**config.mk**
```make
export PLATFORM = sky130hd
export DESIGN_NAME = ins_cache_dm_r32i
export DESIGN_NICKNAME = d
export VERILOG_FILES = /design/src/rtl/ins_cache_dm_r32i.sv
export SDC_FILE = /design/constraint.sdc
export NUM_CORES = 2
export LEC_CHECK = 0
export CORE_UTILIZATION = 55
export DETAILED_ROUTE_END_ITERATION = 8
export PLACE_DENSITY = 0.79
export SETUP_SLACK_MARGIN = 0.15
export SYNTH_ARGS = -nofsm -noshare
export SYNTH_HDL_FRONTEND = slang
export SYNTH_SLANG_ARGS = --single-unit
```
**constraint.sdc**
```tcl
create_clock -name clock -period 3.4 [get_ports clock]
set_input_delay 0.34 -clock clock [delete_from_list [all_inputs] [get_ports clock]]
set_output_delay 0.34 -clock clock [all_outputs]
set_load 0.01 [all_outputs]
```
**src/rtl/ins_cache_dm_r32i.sv**
```systemverilog
// ins_cache_dm_r32i: direct-mapped instruction cache for the RV32I core.
// It sits between the PC fetch port and the shared RAM read port. A hit returns
// the instruction in the same cycle. A miss stalls the PC while a refill FSM
// burst-reads one whole line, one word per accepted beat. Flush invalidates
// every line.
//
// Ports:
//   clock, reset          system clock, asynchronous active-high reset
//   ProgAddr              fetch byte address (bits [1:0] ignored)
//   Flush                 single-cycle pulse, invalidates all lines
//   OutputIns             instruction at ProgAddr (0 when not a hit)
//   InsCacheStall         1 = instruction not available, PC must hold
//   MemReq / MemAddr      refill read request and word-aligned byte address
//   MemRdata / MemValid   refill data and beat-accepted strobe
//   HitCount / MissCount  saturating statistics counters (ICACHE_STATS_EN only)
//
// Optional feature: define ICACHE_STATS_EN to add HitCount and MissCount.

module ins_cache_dm_r32i #(
  parameter int unsigned dataW        = 32,
  parameter int unsigned AddrW        = 32,
  parameter int unsigned Lines        = 16,
  parameter int unsigned WordsPerLine = 4
) (
  input  logic             clock,
  input  logic             reset,
  input  logic [AddrW-1:0] ProgAddr,
  input  logic             Flush,
  output logic [dataW-1:0] OutputIns,
  output logic             InsCacheStall,
  output logic             MemReq,
  output logic [AddrW-1:0] MemAddr,
  input  logic [dataW-1:0] MemRdata,
`ifdef ICACHE_STATS_EN
  output logic [31:0]      HitCount,
  output logic [31:0]      MissCount,
`endif
  input  logic             MemValid
);

  localparam int unsigned OffW  = $clog2(WordsPerLine);
  localparam int unsigned IdxW  = $clog2(Lines);
  localparam int unsigned TagW  = AddrW - IdxW - OffW - 2;
  localparam int unsigned BaseW = TagW + IdxW;

  typedef enum logic {StIdle, StRefill} stateT;

  stateT stateQ, stateD;

  // Fetch address fields
  logic [OffW-1:0] off;
  logic [IdxW-1:0] idx;
  logic [TagW-1:0] tag;
  logic            unusedAddr;

  assign off        = ProgAddr[OffW+1:2];
  assign idx        = ProgAddr[OffW+IdxW+1:OffW+2];
  assign tag        = ProgAddr[AddrW-1:AddrW-TagW];
  assign unusedAddr = ^ProgAddr[1:0];

  // Storage
  logic [dataW-1:0] dataQ [Lines][WordsPerLine];
  logic [TagW-1:0]  tagQ  [Lines];
  logic [Lines-1:0] validQ;

  // Refill bookkeeping: {tag, idx} of the line being filled, and beat counter
  logic [BaseW-1:0] refillBaseQ;
  logic [OffW-1:0]  cntQ;
  logic [IdxW-1:0]  refillIdx;
  logic [TagW-1:0]  refillTag;

  assign refillIdx = refillBaseQ[IdxW-1:0];
  assign refillTag = refillBaseQ[BaseW-1:IdxW];

  logic lineMatch, hit, startRefill, beat, lastBeat;

  assign lineMatch   = validQ[idx] && (tagQ[idx] == tag);
  assign hit         = lineMatch && (stateQ == StIdle) && !Flush;
  // Flush wins over a same-cycle miss and over a same-cycle refill beat.
  assign startRefill = (stateQ == StIdle) && !Flush && !lineMatch;
  assign beat        = (stateQ == StRefill) && MemValid && !Flush;
  assign lastBeat    = beat && (cntQ == OffW'(WordsPerLine - 1));

  assign InsCacheStall = !hit;

  always_comb begin
    OutputIns = '0;
    if (hit) begin
      OutputIns = dataQ[idx][off];
    end
  end

  // FSM: state register
  always_ff @(posedge clock or posedge reset) begin
    if (reset) begin
      stateQ <= StIdle;
    end else begin
      stateQ <= stateD;
    end
  end

  // FSM: next state
  always_comb begin
    stateD = stateQ;
    unique case (stateQ)
      StIdle:   if (startRefill) stateD = StRefill;
      StRefill: if (Flush || lastBeat) stateD = StIdle;
      default:  stateD = StIdle;
    endcase
  end

  // FSM: outputs
  always_comb begin
    MemReq  = 1'b0;
    MemAddr = '0;
    unique case (stateQ)
      StRefill: begin
        MemReq  = 1'b1;
        MemAddr = {refillBaseQ, cntQ, 2'b00};
      end
      default: begin
        MemReq  = 1'b0;
        MemAddr = '0;
      end
    endcase
  end

  // Valid bits and refill bookkeeping
  always_ff @(posedge clock or posedge reset) begin
    if (reset) begin
      validQ      <= '0;
      cntQ        <= '0;
      refillBaseQ <= '0;
    end else if (Flush) begin
      validQ <= '0;
    end else if (startRefill) begin
      // Invalidate up front so an aborted refill never leaves a stale hit.
      validQ[idx] <= 1'b0;
      refillBaseQ <= {tag, idx};
      cntQ        <= '0;
    end else if (beat) begin
      cntQ <= cntQ + OffW'(1);
      if (lastBeat) begin
        validQ[refillIdx] <= 1'b1;
      end
    end
  end

  // Data and tag arrays are not reset; the valid bits guard them.
  always_ff @(posedge clock) begin
    if (beat) begin
      dataQ[refillIdx][cntQ] <= MemRdata;
      if (lastBeat) begin
        tagQ[refillIdx] <= refillTag;
      end
    end
  end

`ifdef ICACHE_STATS_EN
  logic [31:0] hitCountQ, missCountQ;

  always_ff @(posedge clock or posedge reset) begin
    if (reset) begin
      hitCountQ  <= '0;
      missCountQ <= '0;
    end else begin
      if (hit && (hitCountQ != '1)) begin
        hitCountQ <= hitCountQ + 32'd1;
      end
      if (startRefill && (missCountQ != '1)) begin
        missCountQ <= missCountQ + 32'd1;
      end
    end
  end

  assign HitCount  = hitCountQ;
  assign MissCount = missCountQ;
`endif

endmodule

```
### Yosys cells after proc, flatten, opt, wreduce, memory -nomap -nowiden

Memories as Yosys holds them, arrays and structs flattened.
Cells that the tools add are included.

| word-level totals | value |
|---|---|
| memories kept | 2 |
| word-level logic and storage cells | 72 |
| bits in registers | 47 |
| input port bits | 68 |
| bits in read-only memories | 0 |
| bits in latches | 0 |
| output and inout port bits | 66 |
| memory bits (writable) | 2432 |

| cells by class | value |
|---|---|
| multiply operators | 0 |
| $lt $le $gt $ge | 7 |
| mux-type cells | 28 |
| divide/modulo/power cells | 0 |
| shift-type cells | 0 |
| bitwise operators | 7 |
| reductions and logical operators | 21 |
| equality and inequality tests | 2 |
| add/subtract/negate cells | 1 |

Memories:

| name | words | width | rd ports | clocked after memory_dff | wr ports | line | text |
|---|---|---|---|---|---|---|---|
| dataQ | 16 | 128 | 1 | 0 | 1 | 62 | `logic [dataW-1:0] dataQ [Lines][WordsPerLine];` |
| tagQ | 16 | 24 | 1 | 0 | 1 | 63 | `logic [TagW-1:0] tagQ [Lines];` |

Operators with widths:

| operator | number |
|---|---|
| 32-bit 2-to-1 mux | 5 |
| 128-bit 2-to-1 mux | 1 |
| 32-bit binary-select mux with 2-bit select | 1 |
| 32-bit demux with 2-bit select | 1 |
| 16-bit 2-to-1 mux | 4 |
| 24-bit == test | 1 |
| 16-bit bitwise AND | 1 |
| 16-bit inverter | 1 |
| 16-bit bitwise OR | 1 |
| 1-bit logical AND | 11 |
| 4-bit by 5-bit < comparator with 1-bit output, second input constant | 2 |
| 1-bit 2-to-1 mux | 10 |
| 1-bit demux with 4-bit select | 2 |
| 4-bit by 1-bit >= comparator with 1-bit output, second input constant | 2 |
| 3-bit >= comparator, second input constant | 2 |
| 2-bit inverter with 3-bit output | 2 |
| 2-bit AND reduction | 3 |
| 3-bit nonzero test | 2 |
| 1-bit binary-select mux with 4-bit select | 1 |
| 2-bit 2-to-1 mux | 2 |
| 1-bit zero test | 3 |
| 3-bit by 1-bit < comparator with 1-bit output, second input constant | 1 |
| 2-bit by 1-bit adder with 2-bit output, second input constant | 1 |
| 2-bit == test, second input constant | 1 |
| other kinds (4) | 5 |

### Depth between registers and ports, before layout

| depth | value |
|---|---|
| depth after elaboration | 9 |
| mapped depth | 16 |
| gate-level depth less buffers | 9 |

### Least setup slack after synthesis

No wires, ideal clock.

| timing | value |
|---|---|
| path type | input port to output port |
| from | input ProgAddr[4] |
| to | output OutputIns[10] |
| cell stages on the path | 10 |
| arrival | 3.319 ns |
| path slack | -0.259 ns |
| path buffers | 6 |
| data required time | 3.060 ns |
| path through | buf_4 buf_8 buf_4 buf_6 buf_2 clkbuf_1 mux4_2 mux4_2 mux4_2 and3_1 |

| on the way | value |
|---|---|
| cells in the longest elaborated chain, start to end | 6 |
| elaborated cells between the ends (all ways) | 12 |
| classes of those cells | eq/ne (1); mux (6); reduce/logical (3); memory (2) |

Ends and longest elaborated chain:

| item | line | text |
|---|---|---|
| from (decl) | 27 | `input logic [AddrW-1:0] ProgAddr,` |
| memory read 16 x 24 bit or 1-bit binary-select mux with 4-bit select (tied branches) | -- |  |
| 24-bit == test or 1-bit 2-to-1 mux (tied branches) | 77 | `assign lineMatch = validQ[idx] && (tagQ[idx] == tag);` |
| 1-bit logical AND | 77 |  |
| 1-bit logical AND (2 in a row) | 78 | `assign hit = lineMatch && (stateQ == StIdle) && !Flush;` |
| 32-bit 2-to-1 mux * | 88 | `if (hit) begin` |
| to (decl) | 29 | `output logic [dataW-1:0] OutputIns,` |

Every way passes the cells marked *; elsewhere a longest branch is shown, timed or not. The select of a mux whose other input is x is not followed.

### Worst setup path in the final report

| timing | value |
|---|---|
| from | memory tagQ[4][17] in the netlist's numbering |
| to | output OutputIns[9] |

| on the way | value |
|---|---|
| cells in the longest elaborated chain, start to end | 6 |

Ends and longest elaborated chain:

| item | line |
|---|---|
| from (decl) | 63 |
| memory read 16 x 24 bit | -- |
| 24-bit == test | 77 |
| 1-bit logical AND | 77 |
| 1-bit logical AND (2 in a row) | 78 |
| 32-bit 2-to-1 mux | 88 |

No other way between the ends.

==> reports/qor.tcl <==
set qor(place_ws_ps) -704
set qor(yosysTopAreaCellShare_pct) 76.0
set qor(ys.flop_type) {edfxtp_1}
set qor(cellPowerDensity_mw_per_mm2) 569
set qor(io_buffer_count) 129
set qor(achievable-frequency_mhz) 222
set qor(chipWidth_um) 420
set qor(detail_route.wl_per_cell_um) 39.5
set qor(crit_path_start_kind) {flip-flop}
set qor(grt_max_degree) 75
set qor(synth_top_cells_by_count) {2432 x edfxtp_1, 726 x mux4_2, 106 x nor2_1, 85 x clkbuf_1, 65 x buf_2}
set qor(cts.path.max_buffers) 3
set qor(clock_skew_ps) 59.6
set qor(switching_share_pct) 22.1
set qor(slew_viol_final) 0
set qor(min_path_cells) 2
set qor(tritoncts) {done}
set qor(final-instance-count-excl-fill) 7034
set qor(rows) 153
set qor(die-height_um) 420
set qor(post_route_cells_drive_above_1_share_pct) 36.1
set qor(p_int_w) 0.0496
set qor(synth_area_leaders) {edfxtp_1 76%, mux4_2 17%, dfrtp_1 1.2%}
set qor(crit_path_max_fanout) 8
set qor(combPwrFrac_pct) 5.8
set qor(final_hold_viol_count) 0
set qor(critPathArrivalTime_ps) 4170
set qor(initial_antenna_violation_count) 30
set qor(slowest_delay_ps) 530
set qor(multi_input_comb_area_mm2) 0.0214
set qor(netlist.top_cell.by_area) {edfxtp_1}
set qor(worst_slack_ps) -1110
set qor(power_share_of_the_sequential_group_pct) 53.5
set qor(number_of_buffers_created_by_cts) 228
set qor(route.final.wire_length_um) 278000
set qor(final_min_period_over_clock_period_pct) 133
set qor(dp_hpwl_um) 138000
set qor(die_area_mm2) 0.176
set qor(detail_route.vias_per_cell) 6.97
set qor(crit_path_frequent_cell) {buf_12}
set qor(path_class) {flip-flop to output port}
set qor(layout.filler_cells) 10300
set qor(ant_nets) 0
set qor(reg2regPathDepth) 17
set qor(postLayoutCoreUtil_pct) 64.5
set qor(power.clock.fraction_pct) 40.7
set qor(max_cap_viol_count) 0
set qor(worstReg2RegEnd) {refillBaseQ[26]}
set qor(yosysMostFrequentCell) {edfxtp_1}
set qor(syn_area_mm2) 0.0961
set qor(final.min_clock_period_ps) 4510
set qor(initial_utilization_pct) 55.4
set qor(design.portCount) 134
set qor(critical_path.cell_chain) {mux4_1 -> a21oi_2 -> nor2b_2 -> a221oi_2 -> a311o_1 -> a211o_1 -> nor4_4 -> buf_12 -> buf_12 -> buf_16 -> buf_12 -> and3_4 -> buf_6}
set qor(htree_num_levels) 4
set qor(grt.overflow.total) 0
set qor(dp_cells) 6576
set qor(synth_cell_type_count) 67
set qor(grt_usage_pct) 32.0
set qor(clock-root-buffer) {clkbuf_16}
set qor(syn_area_per_cell_um2) 24.1
set qor(final-seq-area_mm2) 0.0742
set qor(regToRegSetupSlack_ps) -710
set qor(detail_route.drc_violations) 0
set qor(path_clk_slew_ps) 60
set qor(initialDrtViolationCount) 7850
set qor(worst_hold_path_type) {input pin to flip-flop}
set qor(hold_slack_ps) 188
set qor(worst-slew-pin-transition_ps) 1310
set qor(rr_startpoint) {tagQ[4][17]}
set qor(yosys_warnings) 0
set qor(grt_pass1_vias) 50500
set qor(gp_routability_congestion) 0.867
set qor(grt_first_pass_wirelength_um) 387000
set qor(report.final.setup_viol) 80
set qor(setup_repair_after_global_routing_missed_its_margin) {yes}
set qor(num-nets-final) 4574
set qor(cts.sink_count) 2479
set qor(timing.critical_path.max_delay_family) {compound AO/OA/AOI/OAI gates}
set qor(violations) {setup timing}
set qor(ys_seq_elements) 2479
set qor(syn_to_final_growth_pct) 16.4
set qor(cp_data_required_time_ps) 3060
set qor(outcome) {finished with violations}
set qor(worst_ir_drop_vdd_mv) 0.555
set qor(power.leakage_nw) 35.5
set qor(cp_num_buf_inv) 5
set qor(synth_enable_flop_cells) 2432
set qor(syn-instance-count) 3986
set qor(worst_setup_path_end_kind) {output port}
set qor(seq_area_frac_synth_pct) 77.2
set qor(ys_async_sr_fraction_pct) 1.90
set qor(detailedRoute.firstPassIterationCount) 8
set qor(p_sw_w) 0.0141
set qor(num_vias) 49000
set qor(clkLatencyLatePin_ps) 890
set qor(holdCritStartpoint) {ProgAddr[14]}
set qor(worst_hold_path.endpoint) {refillBaseQ[10]}
set qor(placeableCoreArea_mm2) 0.174
set qor(timing.max_slew.rel_slack_pct) 12.4
set qor(critical-path-slowest-cell) {mux4_1}
[timing repair]
item	in CTS	in global routing
resized for setup	175	22
hold buffers	1	0
endpoints found under the hold margin	29	0
pin swaps	15	16
cloned	4	1
setup endpoints to repair	63	80
buffers inserted	13	2
[cells by family (layout without fill, tap and decap cells)]
| group | count (synthesis) | in the layout | synth area share, % |
|---|---|---|---|
| DFF | 2479 | 2479 | 77.2 |
| muxes | 850 | 850 | 18.9 |
| other | 1 | 16 | 0.00390 |
| xor gates and xnor gates | 18 | 18 | 0.164 |
| adders and majority gates | 4 | 4 | 0.0521 |
| and+or+nand+nor | 269 | 270 | 1.37 |
| buffers and inverters | 236 | 943 | 1.39 |
| AOI/OAI and AO/OA | 129 | 129 | 0.936 |
[area by class of cell]
type / count / share of cell area (%)
well taps: 2325 / 2.60
multi-input cells: 1273 / 19.1
flip-flops and latches: 2479 / 66.3
clock buffers: 285 / 5.44
clock inverters: 138 / 1.21
repair buffers: 503 / 5.23
diodes: 14 / 0.0313
inverters: 17 / 0.0637
[flip-flops by register name, summed over array words and instances, names as in the netlist]
register,count
dataQ,2048
tagQ,384
refillBaseQ,28
validQ,16
cntQ,2
stateQ,1
[metrics by stage]
stage / setup TNS [ps] / area (um2) / power [W]
floorplan: -5380 / 97200 / 0.0366
global placement: -25000 / 104000 / 0.0381
detailed placement: -32470 / 104000 / 0.0382
CTS: -61260 / 112000 / 0.0636
global route: -66190 / 112000 / 0.0650
finish: -62240 / 112000 / 0.0637
[worst register-to-register path, cell delays in order, from the launching register on]
cell and delay [ps]:
edfxtp_1 390, mux4_1 530, a21oi_2 200, nor2b_2 180, a221oi_2 80, a311o_1 400, a211o_1 280, nor4_4 350
buf_12 200, buf_12 130, buf_16 110, buf_12 160, buf_4 140, buf_12 130, nor3_4 70, buf_12 170
buf_12 150, mux2_4 300
[per-layer routing]
| layer | track usage, % | part of all wire (%) | vias to the layer above |
|---|---|---|---|
| met3 | 8.55 | 13 | 977 |
| met2 | 51.9 | 49 | 4406 |
| met5 | 0 | 0.12 | - |
| met1 | 39.8 | 32 | 25400 |
| li1 | - | - | 18200 |
| met4 | 16.5 | 6.0 | 24 |
[cell usage in the layout, fill, tap and decap left out, types with 7 or more instances in the layout]
master and instances:
a21oi_1 23, a22oi_1 21, a31oi_1 18, and2_1 35, and3_1 11, and3_4 28
buf_12 142, buf_2 38, buf_4 223, buf_6 33, bufinv_16 20, clkbuf_1 43
clkbuf_16 231, clkbuf_8 11, clkdlybuf4s50_1 58, clkinv_1 37, clkinv_2 52, clkinvlp_4 13
dfrtp_1 46, diode_2 14, edfxtp_1 2432, inv_1 14, mux2_2 16, mux2_4 29
mux2i_1 54, mux4_1 21, mux4_2 729, nand2_1 45, nand3_1 14, nor2_1 24
nor2_4 83, nor2b_1 10, o21ai_0 11, o22ai_1 11, xnor2_1 7, xor2_1 11
[worst max-delay path by stage]
stage,from,endpoint,slack (ps),depth (start not counted)
floorplan,stateQ,dataQ[13][0],-30,7
global placement,ProgAddr[5],OutputIns[1],-570,11
detailed placement,ProgAddr[5],OutputIns[29],-700,14
CTS,tagQ[10][13],OutputIns[9],-1240,15
global route,tagQ[10][13],OutputIns[10],-1180,15
finish,tagQ[4][17],OutputIns[9],-1110,13
[power by group through the flow]
stage	logic, W	clock network (W)	registers, W
after floorplan	0.00202	0	0.0346
final	0.00370	0.0259	0.0341
after global routing	0.00379	0.0271	0.0341
after detailed placement	0.00348	0	0.0347
after global placement	0.00337	0	0.0347
after CTS	0.00360	0.0259	0.0341
Note: power is estimated with default switching activity, not from simulation.
